<file path="config.mk">
export PLATFORM = sky130hd
export DESIGN_NAME = tx_port_gate_reader_64
export DESIGN_NICKNAME = d
export VERILOG_FILES = /design/src/rtl/tx_port_gate_reader_64.sv
export SDC_FILE = /design/constraint.sdc
export NUM_CORES = 1
export LEC_CHECK = 0
export CAP_MARGIN = 20
export CORE_MARGIN = 3
export CORE_UTILIZATION = 35
export DETAILED_ROUTE_END_ITERATION = 8
export HOLD_SLACK_MARGIN = 0.03
export PLACE_DENSITY = 0.68
export SLEW_MARGIN = 20
export SYNTH_ARGS = -nofsm -noshare
export SYNTH_HDL_FRONTEND = slang
export SYNTH_SLANG_ARGS = --single-unit
</file>
<file path="constraint.sdc">
create_clock -name CLK -period 8 [get_ports CLK]
set_input_delay 1.6 -clock CLK [delete_from_list [all_inputs] [get_ports CLK]]
set_output_delay 1.6 -clock CLK [all_outputs]
set_load 0.05 [all_outputs]
</file>
<file path="src/rtl/tx_port_gate_reader_64.sv">
// tx_port_gate_reader_64
// Read-side parser for the TX gate FIFO stream. It pops 65-bit words from a
// show-ahead FIFO. Each transaction is a header marker sent twice, then data
// words, then an end marker sent twice. The parser reports the header as a
// start event, forwards the payload as a valid/ready stream, and reports the
// received length as a done event.
module tx_port_gate_reader_64 #(
  parameter int C_DATA_WIDTH      = 64,
  parameter int C_FIFO_DATA_WIDTH = C_DATA_WIDTH + 1
) (
  input  logic                         CLK,
  input  logic                         RST,
  input  logic [C_FIFO_DATA_WIDTH-1:0] RD_DATA,
  input  logic                         RD_EMPTY,
  output logic                         RD_EN,
  output logic                         TXN_START,
  output logic [31:0]                  TXN_LEN,
  output logic [30:0]                  TXN_OFF,
  output logic                         TXN_LAST,
  output logic                         TXN_OPEN,
  output logic [C_DATA_WIDTH-1:0]      DATA,
  output logic                         DATA_VALID,
  input  logic                         DATA_READY,
  output logic                         DONE,
  output logic [31:0]                  DONE_WORDS,
  output logic                         ERR
);

  // The state encoding alone tells a header apart from an end marker,
  // because the all-zero header and the end marker are the same word.
  typedef enum logic [1:0] {
    S_IDLE = 2'd0,
    S_HDR2 = 2'd1,
    S_DATA = 2'd2,
    S_END2 = 2'd3
  } state_t;

  state_t                  r_state;
  logic                    r_txn_start;
  logic [31:0]             r_txn_len;
  logic [30:0]             r_txn_off;
  logic                    r_txn_last;
  logic                    r_txn_open;
  logic [C_DATA_WIDTH-1:0] r_data;
  logic                    r_data_valid;
  logic                    r_done;
  logic [31:0]             r_done_words;
  logic                    r_err;
  logic [30:0]             r_beats;

  logic                    w_pop;
  logic                    w_marker;
  logic                    w_handshake;
  logic [C_DATA_WIDTH-1:0] w_payload;

  // A word is popped only when the output register is free or draining this
  // cycle. Every word type, markers included, therefore waits behind a
  // stalled beat, so DONE can never overtake the last payload handshake.
  assign w_pop       = !RST && !RD_EMPTY && (!r_data_valid || DATA_READY);
  assign w_marker    = RD_DATA[C_DATA_WIDTH];
  assign w_payload   = RD_DATA[C_DATA_WIDTH-1:0];
  assign w_handshake = r_data_valid && DATA_READY;

  assign RD_EN      = w_pop;
  assign TXN_START  = r_txn_start;
  assign TXN_LEN    = r_txn_len;
  assign TXN_OFF    = r_txn_off;
  assign TXN_LAST   = r_txn_last;
  assign TXN_OPEN   = r_txn_open;
  assign DATA       = r_data;
  assign DATA_VALID = r_data_valid;
  assign DONE       = r_done;
  assign DONE_WORDS = r_done_words;
  assign ERR        = r_err;

  // Parser FSM with registered outputs; pulses last exactly one cycle.
  always_ff @(posedge CLK or posedge RST) begin
    if (RST) begin
      r_state      <= S_IDLE;
      r_txn_start  <= 1'b0;
      r_txn_len    <= '0;
      r_txn_off    <= '0;
      r_txn_last   <= 1'b0;
      r_txn_open   <= 1'b0;
      r_data       <= '0;
      r_data_valid <= 1'b0;
      r_done       <= 1'b0;
      r_done_words <= '0;
      r_err        <= 1'b0;
      r_beats      <= '0;
    end else begin
      r_txn_start <= 1'b0;
      r_done      <= 1'b0;
      r_err       <= 1'b0;

      // A consumed beat frees the register unless a new beat loads below.
      if (w_handshake) begin
        r_data_valid <= 1'b0;
      end

      if (w_pop) begin
        case (r_state)
          S_IDLE: begin
            if (w_marker) begin
              r_txn_len    <= RD_DATA[63:32];
              r_txn_off    <= RD_DATA[31:1];
              r_txn_last   <= RD_DATA[0];
              r_beats      <= '0;
              r_done_words <= '0;
              r_txn_start  <= 1'b1;
              r_txn_open   <= 1'b1;
              r_state      <= S_HDR2;
            end else begin
              r_err <= 1'b1;
            end
          end

          S_HDR2: begin
            // A missing duplicate header is tolerated: the first data word
            // is simply treated as payload.
            if (!w_marker) begin
              r_data       <= w_payload;
              r_data_valid <= 1'b1;
              r_beats      <= r_beats + 31'd1;
            end
            r_state <= S_DATA;
          end

          S_DATA: begin
            if (w_marker) begin
              r_done       <= 1'b1;
              r_done_words <= {r_beats, 1'b0};
              r_state      <= S_END2;
            end else begin
              r_data       <= w_payload;
              r_data_valid <= 1'b1;
              r_beats      <= r_beats + 31'd1;
            end
          end

          S_END2: begin
            // A data word where the duplicate end marker belongs is dropped.
            if (!w_marker) begin
              r_err <= 1'b1;
            end
            r_txn_open <= 1'b0;
            r_state    <= S_IDLE;
          end

          default: begin
            r_state <= S_IDLE;
          end
        endcase
      end
    end
  end

endmodule

</file>
# Yosys cells after proc, flatten, opt, wreduce, memory -nomap -nowiden
# Index checks and enable logic that the tools add are counted.
[op_classes]
n_addsub = 1
eq_ne = 6
muxes = 23
bitwise_logic = 1
n_reduce_logical = 19
[ops]
columns = ["cell", "n"]
rows = [
  ["$mux 32", 2],
  ["$pmux 32 s2", 1],
  ["$mux 31", 2],
  ["$pmux 31 s2", 1],
  ["$add 31x1->31 const B", 1],
  ["$mux 1", 13],
  ["$reduce_and 3->1", 4],
  ["$pmux 2 s4", 1],
  ["$reduce_and 4->1", 2],
  ["$ne 2x2->1 const B", 3],
  ["$reduce_bool 2->1", 3],
  ["$eq 2x2->1 const B", 2],
  ["$mux 2", 2],
  ["$reduce_or 2->1", 2],
  ["$logic_and 1x1->1", 3],
  ["$logic_not 1->1", 3],
  ["$eq 2x1->1 const B", 1],
  ["$logic_not 2->1", 1],
  ["$pmux 1 s2", 1],
  ["$logic_or 1x1->1", 1],
  ["$not 1->1", 1],
]
[word_totals]
regBits = 198
in_bits = 69
out_inout_bits = 166

# Logic depth before layout (Yosys ltp)
[logic_depth]
word_depth = 5
depth_mapped = 9
mapped_depth_nobuf = 7

# Worst setup path after synthesis
# OpenSTA, ideal clock, no wires.
[synth_path]
path_type = "input-to-output"
start = "in RST"
end = "out RD_EN"
arrival_ps = 2232
path_slack_ps = 4168
stages = 3
n_path_buf = 0
path_cell_list = "nor2_1 -> nand2_1 -> inv_1"
[synth_via]
elab_chain_len = 3
[synth_lines]
columns = ["item", "line_no", "source"]
rows = [
  ["from (decl)", "12", "input logic RST,"],
  ["$logic_not 1->1 (no source line)", "-", ""],
  ["$logic_and 1x1->1 (2 in a row)", "59", "assign w_pop = !RST && !RD_EMPTY && (!r_data_valid || DATA_READY);"],
  ["to (decl)", "15", "output logic RD_EN,"],
]
# Every way passes these cells.

# Worst setup path in the final report
# Ends and elaborated chain as after synthesis.

==> reports/metrics.cfg <==
[cts]
path_clk_slew_ns = 0.07
cts_inserted_buffers = 17
clk_latency_ns = 0.44
clkSinkCount = 197
cts_resized = 0
cts_hold_buf = 0
ctsRootBufferMaster = clkbuf_16
cts_tree = built
postCtsSetupBuffers = 0
cts_buffer_depth = 2
htreeDepth = 4

[timing]
setup_tns_ns = 0
rsz0062_at_grt = no
skew_ns = 0.0167
min_period_over_period_pct = 65.0
whs_ns = 0.470
layout_min_cycle_time_ns = 5.20
relSlewSlack_pct = 33.9
max_freq_ghz = 0.192
maxSlewViolCount = 0
tightest_slew_ns = 0.991
hold_viol = 0
setup_viol = 0

[route]
routed_wl_mm = 21.3
vias_per_cell = 4.85
drc = 0
firstDrtPassIters = 4
ant_nets = 0
post_drt_wl_per_cell_um = 16.7
route.vias.total = 6219
dr.first_iter.drc_count = 378

[synth]
synth_edf_count = 0
syn_area_mm2 = 0.00799
synth_mux_area_share_pct = 9.28
ys_seq_elements = 197
synth_compound_area_share_pct = 3.33
syn_nets = 843
synthAdderAreaFrac_pct = 0.783
synth_cell_types = 37
syn_area_per_cell_um2 = 10.4
synth_simple_gate_area_share_pct = 20.9
synth_ff_type = dfrtp_1
async_flop_share_pct = 100
synthXorXnorAreaFrac_pct = 1.21
synth_top_family_by_area = simple AND/OR/NAND/NOR gates
synthCells = 769
synth-seq-area-share_pct = 61.7
yosys_warnings = 0

[layout]
multi_input_area_mm2 = 0.00285
drive_gt1_share_pct = 11.2
seqCellArea_mm2 = 0.00493
layout_common_cells = 274 x nand2_1, 233 x clkdlybuf4s50_1, 197 x dfrtp_1
final_common_cell = nand2_1
final_cells = 1281
nNetsFinal = 1061
fillers = 2017
fin_area_mm2 = 0.0112
syn_to_final_growth_pct = 39.9

[power_and_ir_drop]
internal-power_w = 0.00259
p_per_area_mw_per_mm2 = 439
swShare_pct = 47.3
ir_drop_mv = 0.262
seqPwrFrac_pct = 31.2
pwr-share-clk_pct = 17.7
power_switching_w = 0.00232
p_leak_nw = 5.10
pwr-share-comb_pct = 51.1

[setup_path]
ff2ff_path_depth = 8
path_class = in -> out
startpoint_type = primary input
required_ns = 6.40
r2r_start = r_state[0]$_DFFE_PP0P_
worstSetupEndpointType = output pin
startpoint = RST
cp.arrival_ns = 3.60
cp_max_fo = 5

[die]
core_mm2 = 0.0222
fp-row-count = 54
die_height_um = 157
die_width_um = 157
die-area_mm2 = 0.0247
ios = 235
initial_utilization_pct = 36.1

[placed_design]
dp_cells = 1248
io_buffers = 233
place_area_mm2 = 0.0106
finalWeightedCongestion = 0.846
dpl.hpwl_mm = 14.2

[global_route]
grt_use_total_pct = 17.3
grt_pass1_vias = 6245
grt_pass1_wl_mm = 34.0
antenna_found_initial = 0
grt-ovfl-total = 0
grt_max_degree = 128

[hold_path]
hold_path_class = reg -> reg
min_path_cells = 2
min_from = DONE_WORDS[4]$_DFFE_PP0P_

[job]
max_cap_violations = 0

[outcome]
status = finished, final reports clean

-- Yosys cell counts (2+ instances only) --
cell type | count | area share, %
nor2_1 | 25 | 1.2
nor4_1 | 4 | 0.31
o21ai_0 | 15 | 0.94
or3_1 | 10 | 0.78
nand4_1 | 13 | 1.0
o211ai_1 | 6 | 0.56
inv_1 | 15 | 0.70
xnor2_1 | 4 | 0.44
o31ai_1 | 8 | 0.75
buf_2 | 10 | 0.63
nor3_1 | 7 | 0.44
nand2_1 | 275 | 13
or4_1 | 6 | 0.56
clkbuf_1 | 25 | 1.2
and3_1 | 2 | 0.16
nand2b_1 | 3 | 0.23
buf_1 | 4 | 0.19
dfrtp_1 | 197 | 62
nand3b_1 | 2 | 0.19
xor2_1 | 7 | 0.77
a21oi_1 | 10 | 0.63
mux2_2 | 65 | 9.2
ha_1 | 5 | 0.78
nand3_1 | 38 | 2.4
-- final timing paths --
kind	endpoint	slack, ns
min reg2reg	DONE_WORDS[4]$_DFFE_PP0P_	0.47
max	RD_EN	2.80
max reg2reg	TXN_LEN[23]$_DFFE_PP0P_	5.31
min	DONE_WORDS[4]$_DFFE_PP0P_	0.47
min in group asynchronous	ERR$_DFF_PP0_	1.79
max in group asynchronous	TXN_LEN[28]$_DFFE_PP0P_	4.71
-- stage by stage --
step	worst slack [ns]	utilization, %	total power (W)
6_report	2.80	50.5	0.00491
5_1_grt	2.66	50.5	0.00513
4_1_cts	2.80	50.4	0.00496
3_5_place_dp	2.82	47.7	0.00407
3_3_place_gp	2.85	47.7	0.00404
2_1_floorplan	1.03	-	0.00316
-- cells by family (layout without fill, tap and decap cells) --
family                   Yosys count  in the layout
multiplexers                      66             66
buffers and inverters             55            286
flip-flops                       197            197
AO/OA/AOI/OAI                     43             43
XOR/XNOR                          11             11
adder cells (fa/ha/maj)            5              5
other                              1              2
AND/OR/NAND/NOR                  391            391
-- power by group through the flow --
stage               clock network [W]  logic, W  registers (W)
floorplan                           0  0.000445        0.00271
finish                       0.000871   0.00251        0.00153
global placement                    0   0.00252        0.00153
global route                 0.000937   0.00262        0.00157
CTS                          0.000895   0.00254        0.00153
detailed placement                  0   0.00253        0.00154
-- cell type report --
type / instances / area share (%)
Antenna cell: 1 / 0.0224
Clock buffer: 17 / 3.80
Clock inverter: 15 / 1.61
Inverter: 15 / 0.571
Multi-Input combinational cell: 517 / 25.5
Sequential cell: 197 / 44.1
Tap cell: 280 / 3.13
Timing Repair Buffer: 239 / 21.3
-- flip-flops by register name (all words and copies together) (netlist names), 2 cells and up --
signal and flops:
DATA 64, DONE_WORDS 31, TXN_OFF 31, TXN_LEN 32, r_state 2, r_beats 31
-- metal layers --
metal  vias to the layer above  global-route usage [%]  wire length [um]
met1                      3053                    21.6              8930
met5                         -                       0                 0
li1                       2976                       -                 -
met4                         0                    4.92               259
met3                        15                    7.45              1830
met2                       175                    27.8             10300
-- worst max-delay path, cell delays in order --
cell and delay (ns):
clkdlybuf4s50_1 0.51, nor2_1 0.33, nand2_1 0.20, inv_1 0.09, clkdlybuf4s50_1 0.85
Note: power is estimated with default switching activity, not from simulation.
